`src/rtl/nmea_gga_field_extractor.sv`:
```
// nmea_gga_field_extractor: finds GP/GN GGA sentences in a UART byte stream,
// verifies the XOR checksum and emits the lat then lon field as converter records.
//   clk, rst        : clock, async active-high reset
//   rx_data/valid   : received byte and its one-cycle strobe (no backpressure)
//   out_valid       : one-cycle record strobe; out_is_lon/out_ascii/out_len/out_sign
//                     hold their last values between strobes
//   sent_ok, err_cksum, err_format, overrun : one status pulse per sentence
module nmea_gga_field_extractor #(
    parameter int MAX_FIELD = 16,
    parameter int EMIT_GAP  = 8
) (
    input  logic                   clk,
    input  logic                   rst,
    input  logic [7:0]             rx_data,
    input  logic                   rx_valid,
    output logic                   out_valid,
    output logic                   out_is_lon,
    output logic [8*MAX_FIELD-1:0] out_ascii,
    output logic [7:0]             out_len,
    output logic                   out_sign,
    output logic                   sent_ok,
    output logic                   err_cksum,
    output logic                   err_format,
    output logic                   overrun
);

    localparam int AW = 8 * MAX_FIELD;
    localparam int GW = (EMIT_GAP < 2) ? 1 : $clog2(EMIT_GAP);
    localparam logic [7:0] MAXL = 8'(MAX_FIELD);

    localparam logic [2:0] P_IDLE  = 3'd0;
    localparam logic [2:0] P_HDR   = 3'd1;
    localparam logic [2:0] P_FIELD = 3'd2;
    localparam logic [2:0] P_CK1   = 3'd3;
    localparam logic [2:0] P_CK2   = 3'd4;
    localparam logic [2:0] P_CHECK = 3'd5;

    localparam logic [1:0] E_IDLE = 2'd0;
    localparam logic [1:0] E_LAT  = 2'd1;
    localparam logic [1:0] E_GAP  = 2'd2;
    localparam logic [1:0] E_LON  = 2'd3;

    logic [2:0]    p_state;
    logic [2:0]    hpos;
    logic [2:0]    fidx;
    logic [7:0]    f_cnt;
    logic [7:0]    f_first;
    logic [7:0]    ck_acc;
    logic [3:0]    ck_hi;
    logic [3:0]    ck_lo;
    logic [AW-1:0] lat_buf;
    logic [AW-1:0] lon_buf;
    logic [7:0]    lat_len;
    logic [7:0]    lon_len;
    logic          lat_sign;
    logic          lon_sign;
    logic          fix_ok;

    logic [1:0]    e_state;
    logic [GW-1:0] gap_cnt;
    logic [AW-1:0] hold_ascii;
    logic [7:0]    hold_len;
    logic          hold_sign;

    logic [4:0] hex;
    logic       ns_ok;
    logic       ew_ok;
    logic       busy;
    logic       ck_match;
    logic       fix_good;
    logic       start;

    // {valid, nibble}; both letter cases are accepted
    function automatic logic [4:0] hex_dec(input logic [7:0] c);
        if (c >= "0" && c <= "9") return {1'b1, 4'(c - 8'h30)};
        if (c >= "A" && c <= "F") return {1'b1, 4'(c - 8'h37)};
        if (c >= "a" && c <= "f") return {1'b1, 4'(c - 8'h57)};
        return 5'd0;
    endfunction

    function automatic logic hdr_ok(input logic [2:0] pos, input logic [7:0] c);
        case (pos)
            3'd0:    return c == "G";
            3'd1:    return c == "P" || c == "N";
            3'd2:    return c == "G";
            3'd3:    return c == "G";
            3'd4:    return c == "A";
            default: return 1'b0;
        endcase
    endfunction

    assign hex      = hex_dec(rx_data);
    assign ns_ok    = f_cnt == 8'd1 && (f_first == "N" || f_first == "S");
    assign ew_ok    = f_cnt == 8'd1 && (f_first == "E" || f_first == "W");
    assign busy     = e_state != E_IDLE;
    assign ck_match = ck_acc == {ck_hi, ck_lo};
    assign fix_good = lat_len != 8'd0 && lon_len != 8'd0 && fix_ok;
    assign start    = p_state == P_CHECK && ck_match && fix_good && !busy;

    // Parser: one transition per accepted byte, plus the CHECK cycle.
    always_ff @(posedge clk or posedge rst) begin
        if (rst) begin
            p_state    <= P_IDLE;
            hpos       <= '0;
            fidx       <= '0;
            f_cnt      <= '0;
            f_first    <= '0;
            ck_acc     <= '0;
            ck_hi      <= '0;
            ck_lo      <= '0;
            lat_buf    <= '0;
            lon_buf    <= '0;
            lat_len    <= '0;
            lon_len    <= '0;
            lat_sign   <= 1'b0;
            lon_sign   <= 1'b0;
            fix_ok     <= 1'b0;
            sent_ok    <= 1'b0;
            err_cksum  <= 1'b0;
            err_format <= 1'b0;
            overrun    <= 1'b0;
        end else begin
            sent_ok    <= 1'b0;
            err_cksum  <= 1'b0;
            err_format <= 1'b0;
            overrun    <= 1'b0;
            if (p_state == P_CHECK) begin
                p_state <= P_IDLE;
                if (!ck_match)     err_cksum  <= 1'b1;
                else if (!fix_good) err_format <= 1'b1;
                else if (busy)     overrun    <= 1'b1;
                else               sent_ok    <= 1'b1;
            end
            if (rx_valid) begin
                if (rx_data == "$") begin
                    p_state  <= P_HDR;
                    hpos     <= '0;
                    fidx     <= '0;
                    f_cnt    <= '0;
                    f_first  <= '0;
                    ck_acc   <= '0;
                    lat_buf  <= '0;
                    lon_buf  <= '0;
                    lat_len  <= '0;
                    lon_len  <= '0;
                    lat_sign <= 1'b0;
                    lon_sign <= 1'b0;
                    fix_ok   <= 1'b0;
                end else begin
                    case (p_state)
                        P_HDR: begin
                            ck_acc <= ck_acc ^ rx_data;
                            if (hpos == 3'd5) begin
                                if (rx_data == ",") begin
                                    p_state <= P_FIELD;
                                    fidx    <= 3'd1;
                                    f_cnt   <= '0;
                                end else begin
                                    err_format <= 1'b1;
                                    p_state    <= P_IDLE;
                                end
                            end else if (hdr_ok(hpos, rx_data)) begin
                                hpos <= hpos + 3'd1;
                            end else begin
                                // other sentence types are ordinary traffic
                                p_state <= P_IDLE;
                            end
                        end
                        P_FIELD: begin
                            if (rx_data == "," || rx_data == "*") begin
                                f_cnt   <= '0;
                                p_state <= (rx_data == "*") ? P_CK1 : P_FIELD;
                                if (rx_data == ",") ck_acc <= ck_acc ^ rx_data;
                                if (fidx != 3'd7) fidx <= fidx + 3'd1;
                                case (fidx)
                                    3'd3: begin
                                        lat_sign <= f_first == "S";
                                        if (!ns_ok) begin
                                            err_format <= 1'b1;
                                            p_state    <= P_IDLE;
                                        end
                                    end
                                    3'd5: begin
                                        lon_sign <= f_first == "W";
                                        if (!ew_ok) begin
                                            err_format <= 1'b1;
                                            p_state    <= P_IDLE;
                                        end
                                    end
                                    3'd6: fix_ok <= f_cnt != 8'd0 &&
                                        !(f_cnt == 8'd1 && f_first == "0");
                                    default: ;
                                endcase
                            end else begin
                                ck_acc <= ck_acc ^ rx_data;
                                if (f_cnt == 8'd0) f_first <= rx_data;
                                if (f_cnt != 8'hFF) f_cnt <= f_cnt + 8'd1;
                                if (fidx == 3'd2) begin
                                    if (lat_len == MAXL) begin
                                        err_format <= 1'b1;
                                        p_state    <= P_IDLE;
                                    end else begin
                                        lat_buf[AW-8-8*int'(lat_len) +: 8] <= rx_data;
                                        lat_len <= lat_len + 8'd1;
                                    end
                                end
                                if (fidx == 3'd4) begin
                                    if (lon_len == MAXL) begin
                                        err_format <= 1'b1;
                                        p_state    <= P_IDLE;
                                    end else begin
                                        lon_buf[AW-8-8*int'(lon_len) +: 8] <= rx_data;
                                        lon_len <= lon_len + 8'd1;
                                    end
                                end
                            end
                        end
                        P_CK1: begin
                            if (hex[4]) begin
                                ck_hi   <= hex[3:0];
                                p_state <= P_CK2;
                            end else begin
                                err_format <= 1'b1;
                                p_state    <= P_IDLE;
                            end
                        end
                        P_CK2: begin
                            if (hex[4]) begin
                                ck_lo   <= hex[3:0];
                                p_state <= P_CHECK;
                            end else begin
                                err_format <= 1'b1;
                                p_state    <= P_IDLE;
                            end
                        end
                        default: ;
                    endcase
                end
            end
        end
    end

    // Emitter: lat record is loaded straight from the working buffers at the
    // CHECK edge; lon is parked in the hold registers until the gap expires.
    always_ff @(posedge clk or posedge rst) begin
        if (rst) begin
            e_state    <= E_IDLE;
            gap_cnt    <= '0;
            out_is_lon <= 1'b0;
            out_ascii  <= '0;
            out_len    <= '0;
            out_sign   <= 1'b0;
            hold_ascii <= '0;
            hold_len   <= '0;
            hold_sign  <= 1'b0;
        end else begin
            case (e_state)
                E_IDLE: begin
                    if (start) begin
                        out_is_lon <= 1'b0;
                        out_ascii  <= lat_buf;
                        out_len    <= lat_len;
                        out_sign   <= lat_sign;
                        hold_ascii <= lon_buf;
                        hold_len   <= lon_len;
                        hold_sign  <= lon_sign;
                        e_state    <= E_LAT;
                    end
                end
                E_LAT: begin
                    gap_cnt <= GW'(EMIT_GAP - 1);
                    e_state <= E_GAP;
                end
                E_GAP: begin
                    if (gap_cnt == '0) begin
                        out_is_lon <= 1'b1;
                        out_ascii  <= hold_ascii;
                        out_len    <= hold_len;
                        out_sign   <= hold_sign;
                        e_state    <= E_LON;
                    end else begin
                        gap_cnt <= gap_cnt - GW'(1);
                    end
                end
                default: e_state <= E_IDLE;
            endcase
        end
    end

    assign out_valid = e_state == E_LAT || e_state == E_LON;

endmodule
```
`config.mk`:
```
export PLATFORM = sky130hd
export DESIGN_NAME = nmea_gga_field_extractor
export DESIGN_NICKNAME = d
export VERILOG_FILES = /design/src/rtl/nmea_gga_field_extractor.sv
export SDC_FILE = /design/constraint.sdc
export NUM_CORES = 2
export LEC_CHECK = 0
export ABC_AREA = 1
export CAP_MARGIN = 25
export CORE_MARGIN = 3
export CORE_UTILIZATION = 45
export CTS_CLUSTER_SIZE = 12
export DETAILED_ROUTE_END_ITERATION = 6
export GPL_ROUTABILITY_DRIVEN = 0
export MAX_ROUTING_LAYER = met4
export PLACE_DENSITY = 0.65
export SYNTH_ARGS = -nofsm -noshare
export SYNTH_HDL_FRONTEND = slang
export SYNTH_SLANG_ARGS = --single-unit
```
`constraint.sdc`:
```
create_clock -name clk -period 25 [get_ports clk]
set_input_delay 7.5 -clock clk [delete_from_list [all_inputs] [get_ports clk]]
set_output_delay 7.5 -clock clk [all_outputs]
set_load 0.01 [all_outputs]
```
==> summary.md <==
| Metric | Value |
|---|---|
| Chip width | `253 um` |
| Synth Flop Type | `dfrtp_1` |
| CTS-repair resized insts | `0` |
| IO Count | `154` |
| Setup Buffers After CTS | `0` |
| CTS Buf Count | `66` |
| Kind of critical path | `in -> reg` |
| Setup crit end kind | `flip-flop` |
| Clock Path Buffers | `3` |
| Netlist Area Pre-Place | `~27000 um2` |
| Tcrit/Tclk final | `0.447` |
| FF-to-FF End | `out_ascii[20]$_DFFE_PP0P_` |
| R2R setup slack | `20000 ps` |
| H-tree Lvls | `3` |
| Final setup violation count | `0` |
| DRC viols | `0` |
| CP Data Required Time | `25510 ps` |
| CP arrival | `11680 ps` |
| Drt initial violations | `2595` |
| Nets | `approximately 3400` |
| Synth Area in Compound Gates | `0.101` |
| Most frequent cells in the layout | `nand2_1 (928), dfrtp_1 (600), nand3_1 (325), nor2_1 (297), o21ai_0 (209)` |
| NetSw | `roughly 1.4 mW` |
| Clock Tree Root | `clkbuf_16` |
| Overflow after GRT | `0` |
| Cell count after synthesis | `3265` |
| Core box area | `between 50000 and 60000 um2` |
| Lkg Pwr | `14.6 nW` |
| Die area | `64000 um2` |
| Yosys cell types | `45` |
| Synth Area per Inst | `8.41 um2` |
| Mux cell area share after synthesis | `0` |
| First-pass iteration count of the detailed router | `7` |
| Post-CTS Hold Fix Bufs | `0` |
| Worst r2r src | `lon_len[0]$_DFFE_PP0P_` |
| Routed len/inst | `between 15 and 20 um` |
| Hold Crit Endpoint | `hold_ascii[29]$_DFFE_PP0P_` |
| Min-Delay Path Class | `reg -> reg` |
| Total wire length | `81600 um` |
| Worst skew pair latency | `~600 ps` |
| Largest net degree at the start of global routing | `between 100 and 150` |
| Post-synth net total | `3325` |
| Worst Path Buf+Inv | `5` |
| Overall power | `3.55 mW` |
| Synth Warn # | `0` |
| Worst IR Drop VDD | `71.1 uV` |
| Routed Antenna Nets | `0` |
| Clk pwr share | `0.260` |
| Crit path max fanout | `approximately 130` |
| EDFF count, synth | `0` |
| Clock transition at the registers of the reported paths | `60 ps` |
| Vias | `23700` |
| Hpwl dp | `57200 um` |
| Min Tclk post-route | `11170 ps` |
| Layout fillers | `5578` |
| Initial Util | `0.460` |
| Total track usage | `0.262` |
| CTS Sinks | `600` |
| Slowest-stage cell, CP | `buf_4` |
| Post-route cell area | `between 30000 and 40000 um2` |
| Avg Vias per Cell | `5.71` |
| Crit path cell chain | `clkdlybuf4s50_1, clkinv_1, ha_1, inv_1, nor2_2, nand2_2, nor2_1, inv_6, buf_4, o21ai_1, o21ai_0` |
| Critical Path Start Type | `primary input` |
| Synthesis-to-finish area growth | `14.9%` |
| Number of global-route vias before repair | `around 23000` |
| Slew Viols, Final | `0` |
| Slew @ Worst Pin | `roughly 1100 ps` |
| RSZ-0062 raised after global routing | `false` |
| Synth Register Bits | `600` |
| Clock Skew | `24.8 ps` |
| Outcome | `finished, final reports clean` |
| Adder-cell share of the synthesized area | `0.0223` |
| Final TNS setup | `0 ps` |
| Die Y-Extent | `253 um` |
| Max Cap Violations | `0` |
| Final Hold Vio Count | `0` |
| Async set-reset flop share out of synthesis | `1.00` |
| Antenna violations before repair | `0` |
| Port Buf Inserts | `153` |
| Hold depth | `2` |
| Power Internal | `between 2 and 2.5 mW` |
| Layout cell share with drive strength beyond 1 | `0.0536` |
| Critical path's top delay family | `buffers and inverters` |
| CTS tree | `done` |
| Final Util | `0.528` |
| Sequential share of power | `0.354` |
| Synth Area in Simple Gates | `0.268` |
| Most common library cell in the layout ignoring fill and taps | `nand2_1` |
| Worst Min Path Start | `lon_buf[29]$_DFFE_PP0P_` |
| Switching portion of total power | `0.403` |
| # rows | `89` |
| FMAX | `0.0895 GHz` |
| Sequential-to-total area share from yosys stat | `0.547` |
| Worst path max stage delay | `820 ps` |
| Largest family of logic cells by synthesized area | `simple AND/OR/NAND/NOR gates` |
| R2R depth | `13` |
| Logic pwr share | `0.386` |
| First-pass GRT wire length | `128000 um` |
| Placed instance area | `between 20000 and 30000 um2` |
| Slew headroom | `0.267` |
| Xor and xnor area share after synthesis | `0.00410` |
| Power per standard cell area | `112 nW/um2` |
power groups by stage:
stage / sequential [mW] / combinational [mW] / clock, mW
floorplan: 1.29 / 0.771 / 0
global placement: 1.27 / 1.32 / 0
detailed placement: 1.27 / 1.34 / 0
CTS: 1.26 / 1.35 / 0.939
global route: 1.28 / 1.49 / 0.977
finish: 1.26 / 1.37 / 0.923
how the worst max path moves through the flow:
stage,from,to,cells after the start,slack (ps)
6_report,rx_data[0],lat_buf[81]$_DFFE_PP0P_,11,13830
5_1_grt,rx_data[0],lat_buf[81]$_DFFE_PP0P_,11,13540
4_1_cts,rx_data[0],lat_buf[81]$_DFFE_PP0P_,11,14010
3_5_place_dp,rx_data[0],lat_buf[81]$_DFFE_PP0P_,11,13370
3_3_place_gp,rx_data[0],lat_buf[86]$_DFFE_PP0P_,11,13600
2_1_floorplan,rst,ck_acc[0]$_DFFE_PP0P_,1,710
per-layer routing:
metal  up-vias  global-route usage  share of wire
met5         -                   -              0
met4         0               0.109          0.040
met3       192              0.0429          0.070
met2       927               0.397           0.46
met1     11600               0.354           0.43
li1      11000                   -              -
cell families (layout without fill, tap and decap cells):
kind of cell    after synthesis  after routing
fa+ha+maj                    49             49
flops                       600            600
other cells                   0              3
simple gates               1712           1712
compound gates              493            493
buf+inv                     399            512
xor+xnor                     12             12
worst register-to-register path, stage by stage, from the launching register on:
cell and delay [ps]:
dfrtp_1 930, inv_2 450, ha_1 360, nand2_1 70, nor2_1 70, nand2_1 140, nand3_1 270, o21ai_0 420
nand2_1 270, nor2_4 140, buf_4 520, buf_4 880, nor2_1 210, a31oi_1 190
per-stage QoR:
step / hold WS [ps] / instances / setup WS (ps)
6_report: 466 / 4154 / 13830
5_1_grt: 489 / 4151 / 13540
4_1_cts: 471 / 4146 / 14010
3_5_place_dp: 460 / 4039 / 13370
3_3_place_gp: 455 / 4039 / 13600
2_1_floorplan: 442 / 3265 / 705
registers in the layout (all words and copies together) (netlist names), 128 cells and up:
name,flops
out_ascii,128
lat_buf,128
lon_buf,128
hold_ascii,128
synth_stat cells (2+ instances only):
cell / number / area [um2]
buf_2: 35 / 175
clkbuf_1: 112 / 420
xor2_1: 9 / 78.8
and2_1: 2 / 12.5
buf_4: 9 / 67.6
o31ai_1: 33 / 248
o22ai_1: 32 / 200
clkinv_1: 5 / 18.8
a21oi_1: 42 / 210
nor4_1: 31 / 194
nand4_1: 59 / 369
nor2_2: 13 / 81.3
nand3_1: 325 / 1630
nand2_2: 8 / 50.1
nor2_4: 7 / 78.8
nand3_2: 7 / 70.1
inv_2: 14 / 52.6
nand2_1: 929 / 3490
ha_1: 49 / 613
a22oi_1: 2 / 15.0
o21ai_0: 209 / 1050
nor2_1: 299 / 1120
dfrtp_1: 600 / 15000
nor3_2: 2 / 20.0
inv_1: 208 / 781
nand3b_1: 3 / 22.5
o21ai_1: 45 / 225
xnor2_1: 2 / 17.5
buf_1: 16 / 60.1
o211ai_1: 3 / 22.5
nand4_4: 2 / 42.5
nor3_1: 20 / 100
a31oi_1: 121 / 757
final cells by class:
cell class	instances	area, um2	share of cell area
sequential	600	15000	0.476
multi-input combinational	2266	10900	0.345
clock buffer	92	1880	0.0597
timing repair buffer	178	1800	0.0571
tap	773	967	0.0307
inverter	227	867	0.0275
clock inverter	15	116	0.00369
antenna	3	7.51	0.000238
Power figures use the tool's default switching activity.
